`src/rtl/timer_pkg.sv`:
```
// Shared types, constants and BCD helpers for the MM:SS countdown timer.
package timer_pkg;

  typedef logic [3:0] bcd_t;

  typedef enum logic [1:0] {
    IDLE    = 2'd0,
    RUN     = 2'd1,
    PAUSE   = 2'd2,
    EXPIRED = 2'd3
  } tmr_state_t;

  localparam bcd_t BCD_MAX   = 4'd9;
  localparam bcd_t SEC_T_MAX = 4'd5;

  typedef struct packed {
    bcd_t min_t;
    bcd_t min_o;
    bcd_t sec_t;
    bcd_t sec_o;
  } mmss_t;

  // A preset is usable only if every digit is decimal and seconds stay below 60.
  function automatic logic mmss_valid(input mmss_t c);
    return (c.min_t <= BCD_MAX) && (c.min_o <= BCD_MAX) &&
           (c.sec_o <= BCD_MAX) && (c.sec_t <= SEC_T_MAX);
  endfunction

  // One-second decrement with the borrow rippling sec_o -> sec_t -> min_o -> min_t.
  // Callers never pass 00:00, so min_t never underflows.
  function automatic mmss_t mmss_dec(input mmss_t c);
    mmss_t r;
    r = c;
    if (c.sec_o == 4'd0) begin
      r.sec_o = BCD_MAX;
      if (c.sec_t == 4'd0) begin
        r.sec_t = SEC_T_MAX;
        if (c.min_o == 4'd0) begin
          r.min_o = BCD_MAX;
          r.min_t = c.min_t - 4'd1;
        end else begin
          r.min_o = c.min_o - 4'd1;
        end
      end else begin
        r.sec_t = c.sec_t - 4'd1;
      end
    end else begin
      r.sec_o = c.sec_o - 4'd1;
    end
    return r;
  endfunction

endpackage

```
`src/rtl/tick_sync_edge.sv`:
```
// Synchronizes the divider's slow square wave into clk and flags its rising edge.
// All flops reset high so a divider that also resets high produces no false edge.
module tick_sync_edge #(
  parameter int SYNC_STAGES = 2
) (
  input  logic clk,
  input  logic reset,
  input  logic tick_in,
  output logic tick
);

  logic [SYNC_STAGES-1:0] r_sync;
  logic                   r_prev;

  // Shift the asynchronous input through the synchronizer and keep one delayed copy.
  always_ff @(posedge clk or negedge reset) begin
    if (!reset) begin
      r_sync <= '1;
      r_prev <= 1'b1;
    end else begin
      r_sync <= {r_sync[SYNC_STAGES-2:0], tick_in};
      r_prev <= r_sync[SYNC_STAGES-1];
    end
  end

  assign tick = r_sync[SYNC_STAGES-1] & ~r_prev;

endmodule

```
`src/rtl/tick_countdown_timer.sv`:
```
// MM:SS BCD countdown timer driven by front-panel command pulses and a 1 Hz tick.
//
// state   | meaning
// IDLE    | count loaded or cleared, waiting for start
// RUN     | decrementing once per tick
// PAUSE   | count held, start resumes
// EXPIRED | reached 00:00, waiting for load or clear
module tick_countdown_timer
  import timer_pkg::*;
#(
  parameter int SYNC_STAGES = 2
) (
  input  logic       clk,
  input  logic       reset,
  input  logic       tick_in,
  input  logic       load,
  input  logic [3:0] preset_min_t,
  input  logic [3:0] preset_min_o,
  input  logic [3:0] preset_sec_t,
  input  logic [3:0] preset_sec_o,
  input  logic       start,
  input  logic       pause,
  input  logic       clear,
  output logic [3:0] min_t,
  output logic [3:0] min_o,
  output logic [3:0] sec_t,
  output logic [3:0] sec_o,
  output logic       running,
  output logic       expired,
  output logic       done,
  output logic       load_err
);

  tmr_state_t r_state;
  mmss_t      r_count;
  logic       r_running;
  logic       r_expired;
  logic       r_done;
  logic       r_load_err;

  logic  w_tick;
  mmss_t w_preset;
  logic  w_preset_ok;
  mmss_t w_dec;
  logic  w_count_zero;
  logic  w_dec_zero;

  tick_sync_edge #(
    .SYNC_STAGES(SYNC_STAGES)
  ) u_sync (
    .clk     (clk),
    .reset   (reset),
    .tick_in (tick_in),
    .tick    (w_tick)
  );

  assign w_preset     = '{min_t: preset_min_t, min_o: preset_min_o,
                          sec_t: preset_sec_t, sec_o: preset_sec_o};
  assign w_preset_ok  = mmss_valid(w_preset);
  assign w_dec        = mmss_dec(r_count);
  assign w_count_zero = (r_count == '0);
  assign w_dec_zero   = (w_dec == '0);

  // Prioritized command handling; a command only claims the cycle when it acts in the current state.
  always_ff @(posedge clk or negedge reset) begin
    if (!reset) begin
      r_state    <= IDLE;
      r_count    <= '0;
      r_running  <= 1'b0;
      r_expired  <= 1'b0;
      r_done     <= 1'b0;
      r_load_err <= 1'b0;
    end else begin
      r_done     <= 1'b0;
      r_load_err <= 1'b0;
      if (clear) begin
        r_state   <= IDLE;
        r_count   <= '0;
        r_running <= 1'b0;
        r_expired <= 1'b0;
      end else if (load && r_state != RUN) begin
        if (w_preset_ok) begin
          r_count   <= w_preset;
          r_state   <= IDLE;
          r_running <= 1'b0;
          r_expired <= 1'b0;
        end else begin
          r_load_err <= 1'b1;
        end
      end else if (start && (r_state == IDLE || r_state == PAUSE) && !w_count_zero) begin
        r_state   <= RUN;
        r_running <= 1'b1;
      end else if (pause && r_state == RUN) begin
        r_state   <= PAUSE;
        r_running <= 1'b0;
      end else if (w_tick && r_state == RUN) begin
        r_count <= w_dec;
        if (w_dec_zero) begin
          r_state   <= EXPIRED;
          r_running <= 1'b0;
          r_expired <= 1'b1;
          r_done    <= 1'b1;
        end
      end
    end
  end

  assign min_t    = r_count.min_t;
  assign min_o    = r_count.min_o;
  assign sec_t    = r_count.sec_t;
  assign sec_o    = r_count.sec_o;
  assign running  = r_running;
  assign expired  = r_expired;
  assign done     = r_done;
  assign load_err = r_load_err;

endmodule
```
`config.mk`:
```
export PLATFORM = sky130hd
export DESIGN_NAME = tick_countdown_timer
export DESIGN_NICKNAME = d
export VERILOG_FILES = /design/src/rtl/timer_pkg.sv /design/src/rtl/tick_sync_edge.sv /design/src/rtl/tick_countdown_timer.sv
export SDC_FILE = /design/constraint.sdc
export NUM_CORES = 1
export LEC_CHECK = 0
export CAP_MARGIN = 20
export CORE_ASPECT_RATIO = 2
export CORE_UTILIZATION = 44
export CTS_BUF_LIST = sky130_fd_sc_hd__clkbuf_8
export CTS_CLUSTER_SIZE = 8
export DETAILED_ROUTE_END_ITERATION = 8
export HOLD_SLACK_MARGIN = 0.12
export PLACE_DENSITY = 0.79
export SYNTH_ARGS = -nofsm -noshare
export SYNTH_HDL_FRONTEND = slang
export SYNTH_SLANG_ARGS = --single-unit
```
`constraint.sdc`:
```
create_clock -name clk -period 2.4 [get_ports clk]
set_clock_uncertainty 0.2 [all_clocks]
set_input_delay 0.24 -clock clk [delete_from_list [all_inputs] [get_ports clk]]
set_output_delay 0.24 -clock clk [all_outputs]
set_load 0.005 [all_outputs]
```
== Word-level counts from Yosys, hierarchy flattened ==
Index checks and enable logic that the tools add are counted.
Storage, ports and cells
  register bits: 25
  output and inout port bits: 20
  input port bits: 23
  logic and storage cells: 91
Operators by class
  reduce and logical (&&, ||, !) cells: 23
  add/subtract/negate cells: 4
  bitwise operators: 2
  multiplexer cells: 41
  equal/unequal tests: 6
  $lt $le $gt $ge: 4
Operator list (number)
  2-to-1 mux 16 bit: 6
  logical NOT 16 bit: 2
  2-to-1 mux 1 bit: 22
  2-to-1 mux 4 bit: 4
  subtractor 4 x 1 -> 4 bit, second input constant: 4
  2-to-1 mux 2 bit: 7
  less-or-equal comparator 4 bit, second input constant: 3
  logical NOT 4 bit: 3
  2-to-1 mux 12 bit: 1
  nonzero test 5 bit: 2
  inequality test 3 bit, second input constant: 3
  logical AND 1 bit: 8
  2-to-1 mux 8 bit: 1
  nonzero test 3 bit: 2
  AND reduction 5 bit: 1
  less-or-equal comparator 4 x 3 -> 1 bit, second input constant: 1
  AND reduction 4 bit: 1
  AND reduction 3 bit: 1
  equality test 2 x 1 -> 1 bit, second input constant: 1
  equality test 2 bit, second input constant: 1
  logical NOT 2 bit: 1
  inequality test 2 x 1 -> 1 bit, second input constant: 1
  bitwise AND 1 bit: 1
  logical NOT 1 bit: 1
  2 further kinds: 2

== Logic depth before layout (Yosys ltp) ==
Gate-level depths: netlist of the first run.
  depth after elaboration: 11
  depth in mapped cells: 6
  gate-level depth less buffers: 6

== Hierarchy ==
A second synthesis of the first run with hierarchy kept.
Second synthesis, totals
  cell total of the unflattened synthesis: 174
  area, all modules: 1514.0 um2
Modules (own cells, without submodules)
  tick_countdown_timer: instances 1, cells an instance 170, area each 1421.4 um2, sequential area each 550.5 um2
  tick_sync_edge: instances 1, cells an instance 4, area each 92.6 um2, sequential area each 78.8 um2

== Worst setup path after synthesis of the first run ==
OpenSTA, ideal clock, no wires.
  path type: reg2reg
  start: register r_count (netlist bit sec_t[2])
  end: register r_expired (netlist: expired)
  arrival time: 2.015 ns
  required time: 2.136 ns
  library setup time: 0.064 ns
  buffers on the path: 0
  period minus slack after synthesis: 2.279 ns
  slack: 0.121 ns
  cell stages (with the launch flop): 6
  path through: dfrtp_1 -> or4_4 -> nor4_4 -> or4b_4 -> nor3b_2 -> o22a_2
On the way
  cells in the longest elaborated chain, start to end: 6
  elaborated cells between the ends (all ways): 12
  those cells by class: 1 x add/sub; 1 x eq/ne; 3 x mux; 7 x reduce/logical
RTL lines
  start, declared: line tick_countdown_timer.sv:35  | mmss_t r_count;
  start signal, assigned: line tick_countdown_timer.sv:83  | r_count <= w_preset;
  start signal, assigned: line tick_countdown_timer.sv:97  | r_count <= w_dec;
  subtractor 4 x 1 -> 4 bit or logical NOT 4 bit (tied branches): line timer_pkg.sv:45, timer_pkg.sv:36
  2-to-1 mux 4 bit or 2-to-1 mux 8 bit (tied branches): line timer_pkg.sv:36  | if (c.sec_t == 4'd0) begin
  2-to-1 mux 12 bit: line timer_pkg.sv:34  | if (c.sec_o == 4'd0) begin
  logical NOT 16 bit: line tick_countdown_timer.sv:62  | assign w_dec_zero = (w_dec == '0);
  nonzero test 3 bit (no source line)
  AND reduction 5 bit (no source line) *
  end signal, assigned: line tick_countdown_timer.sv:70  | r_expired <= 1'b0;
  end signal, assigned: line tick_countdown_timer.sv:80  | r_expired <= 1'b0;
  end signal, assigned: line tick_countdown_timer.sv:86  | r_expired <= 1'b0;
  end, declared: line tick_countdown_timer.sv:37  | logic r_expired;
Mark *: on every way between the ends. The rest lies on a longest branch, timed or not.
A chain may end at the register's enable or synchronous reset.

== Worst setup path after layout of the first run ==
  start: register r_count (netlist bit min_o[0])
  end: register r_expired (netlist: expired)
On the way
  cells in the longest elaborated chain, start to end: 7
  elaborated cells between the ends (all ways): 13
  those cells by class: 1 x add/sub; 1 x eq/ne; 4 x mux; 7 x reduce/logical
RTL lines
  subtractor 4 x 1 -> 4 bit or logical NOT 4 bit (tied branches): line timer_pkg.sv:42, timer_pkg.sv:38
  2-to-1 mux 4 bit: line timer_pkg.sv:38  | if (c.min_o == 4'd0) begin
  2-to-1 mux 8 bit: line timer_pkg.sv:36
  2-to-1 mux 12 bit: line timer_pkg.sv:34
  logical NOT 16 bit: line tick_countdown_timer.sv:62
  nonzero test 3 bit (no source line)
  AND reduction 5 bit (no source line) *
Marks and branches as above.

==> flow_metrics.env, run 1 <==
export IMPL_reg2reg_from="min_o[0]"
export IMPL_final_cell_mix="clkdlybuf4s50_1 (42), o21ai_0 (24), buf_4 (24)"
export IMPL_dp_hpwl_um=3870
export IMPL_cts_htree_levels=1
export IMPL_die_h_um=84.1
export IMPL_min_path_type="in -> async"
export IMPL_yosysWarnings=0
export IMPL_critPathCaptureType="flip-flop"
export IMPL_placed_area_um2=2080
export IMPL_ff2ff_path_depth=5
export IMPL_clk_pin_slew_ps=90
export IMPL_drive_gt1_share_pct=16.4
export IMPL_synthDistinctLibCells=45
export IMPL_synth_compound_area_share_pct=27.3
export IMPL_rows=29
export IMPL_fin_tns_setup_ps=0
export IMPL_syn_area_um2=1480
export IMPL_synth_fa_ha_area_share_pct=1.69
export IMPL_post_route_period_util_pct=97.1
export IMPL_ys_flop_type="dfrtp_1"
export IMPL_synth_simple_area_share_pct=24.1
export IMPL_initial_core_util_pct=46.4
export IMPL_synth_top_family_by_area="compound AO/OA/AOI/OAI gates"
export IMPL_hold_viol=0
export IMPL_cts_tree="built"
export IMPL_required_ps=2410
export IMPL_avgSynthCellArea_um2=8.72
export IMPL_cp_max_fo=5
export IMPL_status="finished clean"
export IMPL_area_delta_synth_final_pct=44.6
export IMPL_grt_ovfl_total=0
export IMPL_period_minus_slack_ps=2330
export IMPL_synth_nets=195
export IMPL_ys_ff_latch=25
export IMPL_grt_pass1_wl_um=8590
export IMPL_drtIter0Drc=132
export IMPL_grt_max_degree=26
export IMPL_grt_setup_unrepaired="no"
export IMPL_regToRegEndpoint="expired"
export IMPL_core_um2=3190
export IMPL_io_pins=43
export IMPL_synth_mux_area_share_pct=0.675
export IMPL_crit_chain="or4_4 > nor4_4 > or4b_4 > nor3b_2 > o22a_2"
export IMPL_post_route_drc_count=0
export IMPL_synth_xor_area_share_pct=0
export IMPL_final_nets=258
export IMPL_report_final_slew_viol_count=0
export IMPL_cap_violations=0
export IMPL_avgRoutedWirePerCell_um=19.4
export IMPL_place_congestion=1.01
export IMPL_die_w_um=43.0
export IMPL_critPathMaxStageDelay_ps=530
export IMPL_first_global_vias=1835
export IMPL_gr_usage_all_layers_pct=30.8
export IMPL_fin_area_um2=2140
export IMPL_dieArea_um2=3620
export IMPL_worstPathArrival_ps=2340
export IMPL_clock_sinks=25
export IMPL_num_vias=1774
export IMPL_insertion_delay_ps=270
export IMPL_setup_worst_path_start_class="flip-flop"
export IMPL_r2r_slack_ps=70
export IMPL_port_buffers=42
export IMPL_worstSetupPathType="reg -> reg"
export IMPL_antenna_cells=0
export IMPL_slew_headroom_pct=71.2
export IMPL_n_fill_cell=269
export IMPL_pwr_density_cell_nw_per_um2=735
export IMPL_seq_area_frac_synth_pct=42.4
export IMPL_leakagePower_uw=0.000895
export IMPL_postRouteAntennaNets=0
export IMPL_final_common_cell="clkdlybuf4s50_1"
export IMPL_tightest_slew_ps=429
export IMPL_routed_wirelength_um=5100
export IMPL_async_reset_ff_share_pct=100
export IMPL_antenna_found_initial=0
export IMPL_cpMaxStageDelayCell="or4_4"
export IMPL_cts_root_buffer="clkbuf_8"
export IMPL_clockBufferDepth=2
export IMPL_syn_inst=170
export IMPL_dr_pass1_iters=5
export IMPL_finalSetupViolCount=0
export IMPL_synth_edf_count=0
export IMPL_ir_worst_vdd_mv=0.498
export IMPL_timing_fmax_mhz=429
export IMPL_routed_via_density=6.75
export IMPL_cts_buffers=3
-- registers in the layout (all words and copies together), names as in the netlist --
name,count
min_o,4
min_t,4
sec_o,4
sec_t,4
r_state,2
u_sync.r_sync,2
done,1
expired,1
load_err,1
running,1
u_sync.r_prev,1
-- kinds of logic after synthesis --
group,after synthesis
multiplexers,1
adder cells (fa/ha/maj),2
flip-flops,25
buffers and inverters,14
AND/OR/NAND/NOR,63
AO/OA/AOI/OAI,65
-- worst max-delay path, delay by kind of cell, from the launching register on --
kind | cells | cell delay, ps
AND/OR/NAND/NOR | 4 | 1500
flip-flops | 1 | 430
AO/OA/AOI/OAI | 1 | 150
-- layout make-up --
| type | instances | area [um2] | area share [%] |
|---|---|---|---|
| sequential | 25 | 629 | 29.4 |
| tap | 31 | 38.8 | 1.81 |
| clock buffer | 3 | 41.3 | 1.93 |
| timing repair buffer | 66 | 601 | 28.0 |
| multi-input combinational | 131 | 807 | 37.7 |
| inverter | 6 | 22.5 | 1.05 |
| clock inverter | 1 | 3.75 | 0.175 |
-- metal layers --
layer  vias to the layer above  wire (um)  track usage [%]
met3                        36        336             5.41
met5                         -          0                0
li1                        775          -                -
met1                       843       1700             34.2
met2                       120       2770             52.5
met4                         0        301             17.9
-- synthesized netlist by cell type, types with 2 or more instances --
master,n,share of area (%)
or4_1,2,1.0
and3_1,2,0.84
nand4_1,2,0.84
nand3_1,2,0.68
nand2_1,12,3.0
dfstp_2,3,5.3
o31ai_1,4,2.0
nor4_1,7,3.0
dfrtp_1,22,37
ha_1,2,1.7
clkbuf_1,7,1.8
a21oi_1,13,4.4
a22oi_1,4,2.0
a31oi_1,4,1.7
o22ai_1,2,0.84
nor2_1,18,4.6
nor3_1,6,2.0
o21ai_0,24,8.1
a221oi_1,2,1.2
inv_1,6,1.5
nand2b_1,2,0.84
-- stage by stage --
stage | total power (uW) | util (%) | worst slack, ps | hold slack (ps) | std cells
2_1_floorplan | 918 | - | 121 | -256 | 170
3_3_place_gp | 1260 | 65.2 | 149 | 149 | 258
3_5_place_dp | 1290 | 65.2 | 92.7 | 150 | 258
4_1_cts | 1540 | 66.6 | 73.3 | 146 | 262
5_1_grt | 1670 | 67.1 | 5.65 | 153 | 263
6_report | 1580 | 67.1 | 68.5 | 132 | 263
-- worst max-delay path by stage --
stage          cells past startpoint       to      from  slack [ps]
3_5_place_dp                       5  expired  sec_t[3]          90
5_1_grt                            5  expired  min_o[0]           6
4_1_cts                            5  expired  sec_t[3]          70
2_1_floorplan                      5  expired  sec_t[2]         120
3_3_place_gp                       5  expired  min_o[0]         150
6_report                           5  expired  min_o[0]          70
-- what timing repair did --
action                                  CTS  global route
buffers inserted                          0             1
hold buffers                              0             0
endpoints found under the setup margin    0             1
gates resized for setup                   0             2
endpoints found under the hold margin     0             0
-- report_power, final --
group	leakage [uW]	switching [uW]	internal (uW)
logic	0.000543	390	381
registers	0.000325	73.8	484
clock network	0.0000269	131	114
Note: power is estimated with default switching activity, not from simulation.
==> run 2: changes to the inputs <==
- CORE_UTILIZATION: 44 -> 50
- DONT_BUFFER_PORTS: not set -> 1
- PLACE_DENSITY: 0.79 -> 0.69
- SLEW_MARGIN: not set -> 25
==> run 2 against run 1 <==
Register-to-register slack improved by 30 ps. Critical path depth fell by 1. Via count fell by 9.4%. Highest routed layer unchanged. Design area fell by 11%. Maximum frequency rose by 1.1%. First-iteration DRC count fell by 52%. Clock-buffer cell count did not move. Die area fell by 12%. Utilization rose by 1.9 points. Routed wire length fell by 5.9%. Hold slack got worse by 15 ps.
==> flow_metrics.env, run 2 (synthesized netlist as in run 1, its figures left out) <==
export IMPL_status="finished clean"
export IMPL_finalSetupViolCount=0
export IMPL_num_vias=1608
export IMPL_leakagePower_uw=0.000815
export IMPL_fin_area_um2=1910
export IMPL_cts_root_buffer="clkbuf_8"
export IMPL_clk_pin_slew_ps=90
export IMPL_report_final_slew_viol_count=0
export IMPL_period_minus_slack_ps=2310
export IMPL_port_buffers=0
export IMPL_dp_hpwl_um=3400
export IMPL_dieArea_um2=3200
export IMPL_cp_max_fo=4
export IMPL_avgRoutedWirePerCell_um=20.3
export IMPL_grt_pass1_wl_um=7490
export IMPL_met2_usage_pct=57.5
export IMPL_busiest_layer="met2"
export IMPL_place_congestion=0.927
export IMPL_first_global_vias=1700
export IMPL_cts_htree_levels=1
export IMPL_dr_pass1_iters=6
export IMPL_cap_violations=0
export IMPL_tightest_slew_ps=455
export IMPL_clock_sinks=25
export IMPL_core_um2=2770
export IMPL_die_w_um=40.5
export IMPL_final_cell_mix="o21ai_0 (24), dfrtp_1 (22), buf_4 (21)"
export IMPL_min_path_type="in -> reg"
export IMPL_postRouteAntennaNets=0
export IMPL_final_common_cell="o21ai_0"
export IMPL_grt_ovfl_total=0
export IMPL_insertion_delay_ps=280
export IMPL_ir_worst_vdd_mv=0.510
export IMPL_critPathCaptureType="flip-flop"
export IMPL_area_delta_synth_final_pct=29.0
export IMPL_pwr_density_cell_nw_per_um2=759
export IMPL_drtIter0Drc=63
export IMPL_rows=27
export IMPL_final_nets=234
export IMPL_fin_tns_setup_ps=0
export IMPL_routed_via_density=6.78
export IMPL_use_met3_pct=6.15
export IMPL_grt_max_degree=26
export IMPL_post_route_period_util_pct=96.1
export IMPL_cts_buffers=3
export IMPL_met1_usage_pct=33.6
export IMPL_worstPathArrival_ps=2280
export IMPL_io_pins=43
export IMPL_hold_viol=0
export IMPL_drive_gt1_share_pct=17.3
export IMPL_clockBufferDepth=2
export IMPL_setup_worst_path_start_class="flip-flop"
export IMPL_timing_fmax_mhz=434
export IMPL_antenna_found_initial=0
export IMPL_slew_headroom_pct=69.2
export IMPL_cts_tree="built"
export IMPL_routed_wirelength_um=4800
export IMPL_worstSetupPathType="reg -> reg"
export IMPL_initial_core_util_pct=53.5
export IMPL_die_h_um=79.0
export IMPL_gr_usage_all_layers_pct=34.0
export IMPL_placed_area_um2=1640
export IMPL_required_ps=2380
export IMPL_grt_setup_unrepaired="no"
export IMPL_post_route_drc_count=0
export IMPL_n_fill_cell=206
export IMPL_antenna_cells=0
## run 2: routing by layer
metal,share of wire (%),up-vias
li1,-,723
met1,34,790
met2,56,76
met3,5.0,19
met4,4.3,0
met5,0,-
## run 2: layout make-up
| class | count | area (um2) | share of cell area [%] |
|---|---|---|---|
| Clock inverter | 1 | 5.00 | 0.262 |
| Inverter | 6 | 22.5 | 1.18 |
| Sequential cell | 25 | 629 | 32.9 |
| Clock buffer | 3 | 41.3 | 2.16 |
| Multi-Input combinational cell | 131 | 801 | 41.9 |
| Tap cell | 29 | 36.3 | 1.90 |
| Timing Repair Buffer | 42 | 378 | 19.8 |
## run 2: what timing repair did
item / CTS / global route
hold buffers: 21 / 0
hold endpoints to repair: 47 / 0
endpoints found under the setup margin: 0 / 1
setup buffers: 0 / 1
resized for setup: 0 / 1
## run 2: worst paths after layout
check	startpoint	endpoint	slack (ps)	cells after the start
max	sec_t[0]	r_state[1]	90	4
max in group asynchronous	reset	u_sync.r_prev	1600	2
min reg2reg	u_sync.r_sync[0]	u_sync.r_sync[1]	160	0
min	load	done	120	4
min in group asynchronous	reset	running	180	2
max reg2reg	sec_t[0]	r_state[1]	90	4
## run 2: through the flow
| step | utilization (%) | hold slack, ps | instances | power, uW | worst slack [ps] |
|---|---|---|---|---|---|
| after floorplan | - | -256 | 170 | 918 | 121 |
| after global placement | 59.0 | -255 | 211 | 1100 | 150 |
| after detailed placement | 59.0 | -255 | 211 | 1120 | 106 |
| after CTS | 68.7 | 120 | 236 | 1420 | 78.9 |
| after global routing | 69.1 | 144 | 237 | 1530 | 1.45 |
| final | 69.1 | 118 | 237 | 1450 | 94.3 |
## run 2: power breakdown
part | total (uW) | switching [uW] | internal (uW) | leakage (uW)
Combinational | 639 | 361 | 278 | 0.000464
Clock | 263 | 146 | 117 | 0.0000255
Sequential | 550 | 65.8 | 484 | 0.000325
Total | 1450 | 573 | 879 | 0.000815
## run 2: worst max-delay path, stage by stage (launching register included)
cell and delay, ps:
dfrtp_1 390, or4_4 570, nor4_4 240, or4b_4 530
a2bb2oi_1 260
==> run 3: changes to the inputs <==
- SETUP_SLACK_MARGIN: not set -> 0.4
==> run 3 against run 2 <==
Via count rose by 5.5%. Hold slack lost 2.0 ps. Sequential share of layout area is 3.7 points lower. Sequential power grew 1%. Routed wire length grew 10%. Utilization increased by 9.3 points. Flip-flop and latch count unchanged. Non-clock buffer count increased by 12. Critical endpoint is now expired. Highest routed layer unchanged.
==> flow_metrics.env, run 3 (synthesized netlist as in run 1, its figures left out) <==
export IMPL_crit_chain="or4_4 > nor4_4 > or4b_4 > nor3b_2 > o22a_2"
export IMPL_min_delay_start="load"
export IMPL_tightest_slew_ps=474
export IMPL_r2r_slack_ps=110
export IMPL_gr_usage_all_layers_pct=35.9
export IMPL_insertion_delay_ps=280
export IMPL_dr_pass1_iters=4
export IMPL_grt_ovfl_total=0
export IMPL_routed_via_density=6.81
export IMPL_cts_htree_levels=1
export IMPL_rows=27
export IMPL_period_minus_slack_ps=2290
export IMPL_dr_wl_met2_um=2910
export IMPL_ir_worst_vdd_mv=0.487
export IMPL_initial_core_util_pct=53.5
export IMPL_grt_max_degree=26
export IMPL_post_route_period_util_pct=95.5
export IMPL_dr_wl_met3_um=346
export IMPL_first_global_vias=1723
export IMPL_p_int_uw=1020
export IMPL_hold_viol=0
export IMPL_area_delta_synth_final_pct=46.4
export IMPL_leakagePower_uw=0.000918
export IMPL_final_common_cell="buf_4"
export IMPL_path_delay_family="simple AND/OR/NAND/NOR gates"
export IMPL_post_route_util_pct=78.4
export IMPL_io_pins=43
export IMPL_avgRoutedWirePerCell_um=21.2
export IMPL_power_switching_share_pct=39.9
export IMPL_core_um2=2770
export IMPL_required_ps=2420
export IMPL_clockPowerShare_pct=15.3
export IMPL_worstPathArrival_ps=2310
export IMPL_num_vias=1696
export IMPL_critPathCaptureType="flip-flop"
export IMPL_ff2ff_path_depth=5
export IMPL_dp_hpwl_um=3340
export IMPL_cp_max_fo=4
export IMPL_cpMaxStageDelayCell="or4_4"
export IMPL_setup_worst_path_start_class="flip-flop"
export IMPL_antenna_cells=0
export IMPL_routed_wirelength_um=5290
export IMPL_cts_root_buffer="clkbuf_8"
export IMPL_pwr_density_cell_nw_per_um2=785
export IMPL_cap_violations=0
export IMPL_final_cell_mix="buf_4 (24), dlygate4sd3_1 (21), dfrtp_1 (19)"
export IMPL_p_switching_uw=680
export IMPL_fin_tns_setup_ps=0
export IMPL_cts_buffers=3
export IMPL_postRouteAntennaNets=0
export IMPL_power_frac_comb_pct=52.1
export IMPL_grt_pass1_wl_um=7920
export IMPL_antenna_found_initial=0
export IMPL_post_route_drc_count=0
export IMPL_drtIter0Drc=79
export IMPL_slew_headroom_pct=68.3
export IMPL_report_final_slew_viol_count=0
export IMPL_port_buffers=0
export IMPL_dieArea_um2=3200
export IMPL_die_w_um=40.5
export IMPL_regToRegEndpoint="expired"
export IMPL_grt_setup_unrepaired="yes"
export IMPL_hold_depth=3
export IMPL_die_h_um=79.0
export IMPL_highest_layer="met4"
export IMPL_status="finished clean"
export IMPL_drt_met1_wl_um=1770
export IMPL_seqPwrFrac_pct=32.6
export IMPL_reg2reg_from="sec_t[1]"
export IMPL_worstSetupPathType="reg -> reg"
export IMPL_timing_fmax_mhz=436
export IMPL_critPathMaxStageDelay_ps=560
export IMPL_clockBufferDepth=2
export IMPL_clk_pin_slew_ps=90
export IMPL_cts_tree="built"
export IMPL_critPathBufInv=0
export IMPL_clock_sinks=25
export IMPL_final_nets=246
export IMPL_startpoint="sec_t[1]"
export IMPL_min_to="sec_o[0]"
export IMPL_finalSetupViolCount=0
export IMPL_min_path_type="in -> reg"
export IMPL_place_congestion=0.920
export IMPL_drive_gt1_share_pct=31.4
run 3: layer usage:
layer | vias up | global-route usage [%]
met3 | 24 | 10.1
li1 | 749 | -
met2 | 102 | 57.8
met4 | 0 | 23.3
met5 | - | 0
met1 | 821 | 37.4
run 3: how the worst max path moves through the flow:
stage,end,slack [ps],depth (start not counted)
after floorplan,expired,130,5
after global placement,expired,150,5
after detailed placement,expired,80,5
after CTS,expired,90,5
after global routing,expired,60,5
final,expired,110,5
run 3: power groups by stage:
| stage | sequential [uW] | clock, uW | combinational (uW) |
|---|---|---|---|
| final | 556 | 261 | 887 |
| after floorplan | 565 | 0 | 374 |
| after global placement | 558 | 0 | 555 |
| after global routing | 564 | 281 | 937 |
| after CTS | 554 | 258 | 733 |
| after detailed placement | 560 | 0 | 575 |
run 3: layout make-up:
class / count / area, um2
inverters: 6 / 22.5
flip-flops and latches: 25 / 633
multi-input cells: 131 / 932
clock buffers: 3 / 41.3
clock inverters: 1 / 5.00
repair buffers: 54 / 500
well taps: 29 / 36.3
fillers: 187 / 599
run 3: timing repair:
action,in CTS,in global routing
hold buffers,21,1
setup buffers,7,6
cloned,0,0
gates resized for setup,16,26
endpoints found under the hold margin,45,1
pin swaps,8,20
setup endpoints to repair,17,19
run 3: through the flow:
step                      instance area, um2  hold WS, ps  setup WS [ps]  total power [uW]  std cells
final                                   2170          116            109              1700        249
after global routing                    2170          147           63.7              1780        249
after CTS                               2030          125           94.2              1540        242
after detailed placement                1650         -255           82.5              1140        210
after global placement                  1650         -255            149              1110        210
after floorplan                         1500         -256            131               940        170
run 3: worst reg2reg max path: cells and delay by family (launching register included):
family | cells | cell delay (ps)
AO/OA/AOI/OAI | 1 | 160
flip-flops | 1 | 390
AND/OR/NAND/NOR | 4 | 1500
